$ cat src/rtl/program_memory.sv
// Reloadable instruction store: a valid/ready word stream loads the program,
// then the store serves registered fetches, returning DEFAULT_INSTR past the loaded length.
module program_memory #(
  parameter int                    DATA_WIDTH    = 28,
  parameter int                    ADDR_WIDTH    = 16,
  parameter int                    DEPTH         = 64,
  parameter logic [DATA_WIDTH-1:0] DEFAULT_INSTR = '0,
  localparam int                   CW            = $clog2(DEPTH) + 1
) (
  input  logic                  Clock,
  input  logic                  Reset,
  input  logic                  iLoadStart,
  input  logic                  iLoadValid,
  input  logic [DATA_WIDTH-1:0] iLoadData,
  input  logic                  iLoadLast,
  output logic                  oLoadReady,
  input  logic [ADDR_WIDTH-1:0] iAddress,
  output logic [DATA_WIDTH-1:0] oInstruction,
  output logic                  oInstrValid,
  output logic [CW-1:0]         oLoadCount,
  output logic                  oLoadError
);

  localparam int IW = $clog2(DEPTH);

  typedef enum logic [1:0] {IDLE, LOAD, RUN} state_t;

  state_t                state_q, state_d;
  logic [IW-1:0]         ptr_q, ptr_d;
  logic [CW-1:0]         count_q, count_d;
  logic                  err_q, err_d;
  logic [DATA_WIDTH-1:0] instr_q, instr_d;
  logic                  valid_q, valid_d;
  logic                  wr_en;
  logic                  in_range;
  logic [DATA_WIDTH-1:0] mem_rd;

  // Storage is deliberately left uninitialised; the loaded length gates every read.
  logic [DATA_WIDTH-1:0] mem [DEPTH];

  always_ff @(posedge Clock) begin
    if (wr_en) begin
      mem[ptr_q] <= iLoadData;
    end
  end

  assign mem_rd   = mem[iAddress[IW-1:0]];
  assign in_range = {1'b0, iAddress} < (ADDR_WIDTH + 1)'(count_q);

  always_comb begin
    state_d = state_q;
    ptr_d   = ptr_q;
    count_d = count_q;
    err_d   = err_q;
    instr_d = DEFAULT_INSTR;
    valid_d = 1'b0;
    wr_en   = 1'b0;
    case (state_q)
      IDLE: begin
        if (iLoadStart) begin
          state_d = LOAD;
          ptr_d   = '0;
          count_d = '0;
          err_d   = 1'b0;
        end
      end
      LOAD: begin
        if (iLoadValid) begin
          wr_en   = 1'b1;
          ptr_d   = ptr_q + IW'(1);
          count_d = count_q + CW'(1);
          if (iLoadLast) begin
            state_d = RUN;
          end else if (ptr_q == IW'(DEPTH - 1)) begin
            // Full store without Last: keep what fits and flag the truncation.
            state_d = RUN;
            err_d   = 1'b1;
          end
        end
      end
      RUN: begin
        if (iLoadStart) begin
          state_d = LOAD;
          ptr_d   = '0;
          count_d = '0;
          err_d   = 1'b0;
        end else begin
          valid_d = 1'b1;
          instr_d = in_range ? mem_rd : DEFAULT_INSTR;
        end
      end
      default: state_d = IDLE;
    endcase
  end

  always_ff @(posedge Clock or negedge Reset) begin
    if (!Reset) begin
      state_q <= IDLE;
      ptr_q   <= '0;
      count_q <= '0;
      err_q   <= 1'b0;
      instr_q <= DEFAULT_INSTR;
      valid_q <= 1'b0;
    end else begin
      state_q <= state_d;
      ptr_q   <= ptr_d;
      count_q <= count_d;
      err_q   <= err_d;
      instr_q <= instr_d;
      valid_q <= valid_d;
    end
  end

  assign oLoadReady   = (state_q == LOAD);
  assign oInstruction = instr_q;
  assign oInstrValid  = valid_q;
  assign oLoadCount   = count_q;
  assign oLoadError   = err_q;

endmodule
$ cat config.mk
export PLATFORM = sky130hd
export DESIGN_NAME = program_memory
export DESIGN_NICKNAME = d
export VERILOG_FILES = /design/src/rtl/program_memory.sv
export SDC_FILE = /design/constraint.sdc
export NUM_CORES = 2
export LEC_CHECK = 0
export BUFFER_PORTS_ARGS = -buffer_cell sky130_fd_sc_hd__buf_2
export CAP_MARGIN = 40
export CORE_MARGIN = 3
export CORE_UTILIZATION = 25
export DETAILED_ROUTE_END_ITERATION = 12
export SETUP_SLACK_MARGIN = 0.4
export SLEW_MARGIN = 20
export SYNTH_ARGS = -nofsm -noshare
export SYNTH_HDL_FRONTEND = slang
export SYNTH_SLANG_ARGS = --single-unit
$ cat constraint.sdc
create_clock -name Clock -period 4.4 [get_ports Clock]
set_clock_uncertainty 0.2 [all_clocks]
set_input_delay 0.66 -clock Clock [delete_from_list [all_inputs] [get_ports Clock]]
set_output_delay 0.66 -clock Clock [all_outputs]
set_load 0.005 [all_outputs]
# == Word level (Yosys, flattened, before mapping) ==
# Memory sizes are Yosys's and may differ from the RTL's.
# Cells that the tools add are included.
# op_classes
addsub,2
magnitude_cmp,1
n_eq_ne,8
mux,25
reduce_logical,6
# op_table
operator,n
28-bit two-way mux,3
16-bit by 7-bit < comparator with 1-bit output,1
7-bit two-way mux,2
7-bit case mux with 2 select lines,1
6-bit two-way mux,2
6-bit case mux with 2 select lines,1
1-bit two-way mux,10
2-bit two-way mux,4
"7-bit by 1-bit adder with 7-bit output, second input constant",1
"6-bit by 1-bit adder with 6-bit output, second input constant",1
"6-bit == test, second input constant",1
3-bit AND reduction,2
5-bit AND reduction,1
"2-bit by 1-bit inequality test with 1-bit output, second input constant",2
"2-bit inequality test, second input constant",2
2-bit case mux with 2 select lines,1
"3-bit by 2-bit inequality test with 1-bit output, second input constant",1
"2-bit by 1-bit == test with 1-bit output, second input constant",1
"2-bit == test, second input constant",1
2-bit zero test,1
1-bit case mux with 2 select lines,1
2-bit nonzero test,1
2-bit OR reduction,1
# totals
reg_bits,45
ramBits,1792
inputBits,49
output_inout_bits,38
wordCells,49
memories,1
# memory_table
memory,depth,word_bits,rd,rd_clocked_by_memory_dff,wr,line_no,source
mem,64,28,1,0,1,39,logic [DATA_WIDTH-1:0] mem [DEPTH];

# == Longest topological paths before layout ==
# logic_depth
depth_word,5
depth_mapped,10
ltp_nobuf,7

# == Least setup slack after synthesis ==
# OpenSTA, ideal clock, no wires.
# synth_path
path_type,flip-flop to flip-flop
start,register state_q[0]
end,"memory mem[62][0], enable pin"
setup_time_ns,0.413
arrival_ns,2.582
required_time_ns,3.787
path_slack_ns,1.205
path_stages_with_launch,6
synth_period_minus_slack_ns,3.195
cell_sequence,dfrtp_1 -> nor2b_1 -> and2_1 -> clkbuf_1 -> nand3_1 -> nor2_1
# synth_between
elab_chain_cells,4
# synth_lines
item,line_no,source
"start, declared",28,"state_t state_q, state_d;"
"start signal, assigned",105,state_q <= state_d;
2-bit by 1-bit == test with 1-bit output,n/a,
net oLoadReady,16,"output logic oLoadReady,"
1-bit two-way mux,58,case (state_q)
1-bit two-way mux,42,if (wr_en) begin
1-bit two-way mux (not written as such),43,mem[ptr_q] <= iLoadData;
"end, declared",39,
# The timed path passes the listed nets, and every way through them passes these cells.

# == Worst setup path in the final report ==
# layout_path
start,register state_q[0]
end,"memory mem[1][4], enable pin"
# layout_between
elab_chain_cells,4
# layout_lines
item,line_no
2-bit by 1-bit == test with 1-bit output,58
1-bit two-way mux,58
1-bit two-way mux,42
1-bit two-way mux (not written as such),43
# No other way between the ends.

==> results.md <==
* DR pass1 iterations at 5
* Critical Path Start Type: flop
* Starting Density at about a quarter
* Tcrit/Tclk final at 72.32%
* P_int at ~28 mW
* CTS hold repair buffers at 7
* # IOs at 87
* Initial antenna violation count at 17
* Area Overhead vs Synth at 17.96%
* Kind of critical path: reg2reg
* CTS tree: yes
* Met2 usage at 21.20%
* Worst-skew pair later-pin latency at slightly above 0.8 ns
* Cts repair resizes at 0
* Final setup TNS at 0 ns
* Max cap viols at 0
* Share of layout cells above drive strength 1 at 29.90%
* Global-route wire length before repair at around 270000 um
* Critical Path AT at approximately 3.5 ns
* TritonCTS Buffers at 174
* Via density at ~4.7
* HPWL after DPL at 112400 um
* Worst slack at placement at roughly 0.54 ns
* Syn_area_per_cell at 22.43 um2
* Clk buf depth at 3
* Clock Sink Count at 1837
* Site Rows at roughly 190
* Achievable Freq at 314.3 MHz
* GPL Wtd Cong at 0.8128
* DR vias at 34.22k
* Final WL at 188400 um
* Port Buf Inserts at 86
* Setup crit end: mem[1][4]
* Clock-pin slew on the worst setup and hold paths at 0.06 ns
* Sequential share of power at between 50 and 60%
* Final setup violation count at 0
* Count of cell types in the netlist at 51
* Mapped Cells at 3139
* WP data required at 4.71 ns
* Clock Root Buffer: clkbuf_16
* Largest net degree at the start of global routing at 65
* Grt met1 use at 17.48%
* Final hold violation count at 0
* RR Startpoint: state_q[0]
* Yosys reg bits at 1837
* Switch share at 21.99%
* Routed Antenna Nets at 0
* Top Usage Layer GRT: met2
* GR Overflow Total at 0
* Nets at about 3.5k
* Final worst slack at around 1.2 ns
* Asr flop ratio synth at 2.450%
* Syn_nets at 3196
* Worst Path Max Fanout at 16
* Max IR drop VDD at roughly 0.38 mV
* Pwr Density at 437.5 nW/um2
* Post-synth top flop: edfxtp_1
* 1st-iter DRT viols at about 4k
* CP Capture Type: flop
* Number of synthesized flops with an enable pin at 1792
* Max Slew Vio Count at 0
* Unrepaired setup endpoints after global routing: no
* Relative slew slack at a little over two fifths
* Power Total at 36.33 mW
* Reg2Reg Capture Point: mem[1][4]
* Die height at ~540 um
* M3 GR Usage at 1.999%
* Seq/Total Area, Yosys at between 70 and 80%
* Clock share of power at roughly 40%
* Overall global routing resource usage at roughly 13%
* H-tree levels at 4
* Leak at 25.88 nW
* Sw power at 7.991 mW
* R2R depth at 6
* DRC violation count after routing at 0
* Die ar. at slightly below 300000 um2
* Worst slew pin tran at 0.8584 ns
* Final min period at 3.182 ns
* Core area at 279900 um2
* Synth warn at 0
* Reg2reg setup slack at 1.22 ns
* Status: completed
* Worst hold path type: in2reg
* Cell area after synthesis at 70410 um2
* Crit path from: state_q[0]
* Vias in the first global route at approximately 35k
* Combinational power share at 6.1%
* Wire length per cell at 25.62 um
* Die Wd at between 500 and 600 um
* Setup bufs post-CTS at 0
[Yosys cell counts (23+ instances only)]
library cell | instances | area (um2)
a211oi_1 | 32 | 240.2
a221oi_1 | 39 | 341.6
buf_2 | 57 | 285.3
buf_4 | 34 | 255.2
clkbuf_1 | 55 | 206.5
dfrtp_1 | 45 | 1126
edfxtp_1 | 1792 | 53810
mux2i_1 | 172 | 1722
mux4_2 | 424 | 9549
nand2b_1 | 23 | 143.9
nor2_1 | 155 | 581.8
nor3_1 | 38 | 190.2
o21ai_0 | 31 | 155.2
o22ai_1 | 37 | 231.5
[cell usage in the layout (no fill, tap or decap), drive strengths merged, types with 4 or more instances in the layout]
cell and instances:
a2111oi 11, a211oi 32, a21oi 16, a221o 17, a221oi 41, a311oi 17
and2 12, buf 327, bufinv 11, clkbuf 231, clkinv 68, clkinvlp 5
dfrtp 45, diode 8, dlygate4sd3 7, edfxtp 1792, ha 8, inv 15
mux2i 172, mux4 424, nand2 17, nand2b 23, nand3 10, nand4 4
nor2 156, nor2b 18, nor3 39, nor3b 4, o21ai 34, o22ai 37
xnor2 5
[layer usage]
metal / vias up / share of wire, %
met3: 259 / 6.9
met1: 18580 / 41
met5: - / 0.018
met4: 4 / 3.1
li1: 13970 / -
met2: 1401 / 49
[power groups by stage]
stage | logic [mW] | registers (mW) | clock network (mW)
2_1_floorplan | 1.11 | 19.8 | 0
3_3_place_gp | 2.16 | 19.8 | 0
6_report | 2.20 | 19.4 | 14.7
5_1_grt | 2.33 | 19.4 | 15.7
3_5_place_dp | 2.21 | 19.8 | 0
4_1_cts | 2.23 | 19.4 | 15.0
[through the flow]
stage / area [um2] / instances / hold WS [ns] / util [%]
3_5_place_dp: 77390 / 7018 / 0.3119 / 27.65
6_report: 83050 / 7354 / 0.06995 / 29.67
4_1_cts: 83020 / 7345 / 0.01514 / 29.66
3_3_place_gp: 77080 / 7003 / 0.3151 / 27.54
5_1_grt: 83040 / 7348 / 0.04409 / 29.67
2_1_floorplan: 70410 / 3139 / 0.1644 / -
[how the worst min path moves through the flow]
stage | cells after the start | startpoint | end | slack (ns)
global placement | 2 | oLoadError | oLoadError | 0.32
finish | 1 | iLoadData[18] | mem[59][18] | 0.07
floorplan | 0 | Reset | oInstrValid | 0.16
CTS | 1 | iLoadData[26] | mem[14][26] | 0.02
detailed placement | 2 | oLoadError | oLoadError | 0.31
global route | 1 | iLoadData[18] | mem[59][18] | 0.04
[flip-flops by register name (all words and copies together) (netlist names)]
| signal | flops |
|---|---|
| mem | 1792 |
| oInstruction | 28 |
| oLoadCount | 7 |
| ptr_q | 6 |
| state_q | 2 |
| oInstrValid | 1 |
| oLoadError | 1 |
[logic make-up after synthesis]
group	share of synthesized area, %
adders and majority gates	0.1422
muxes	16.01
DFF	78.03
buffers and inverters	1.439
xor gates and xnor gates	0.09952
and+or+nand+nor	1.955
AOI/OAI and AO/OA	2.328
[worst max-delay path: stages, from the launching register on]
cell     delay, ns
dfrtp_1       0.37
nor2b_1       0.28
nand2_1       0.24
nor2_1        0.26
nand2_1       0.51
nor2_4        0.75
buf_12        0.25
[cell type report]
type	count	area, um2
fill	26860	196800
sequential	1837	54940
multi-input combinational	1121	14960
tap	3724	4659
clock buffer	230	4656
timing repair buffer	335	2885
clock inverter	90	902.1
inverter	9	33.78
antenna	8	20.02
Note: power is estimated with default switching activity, not from simulation.
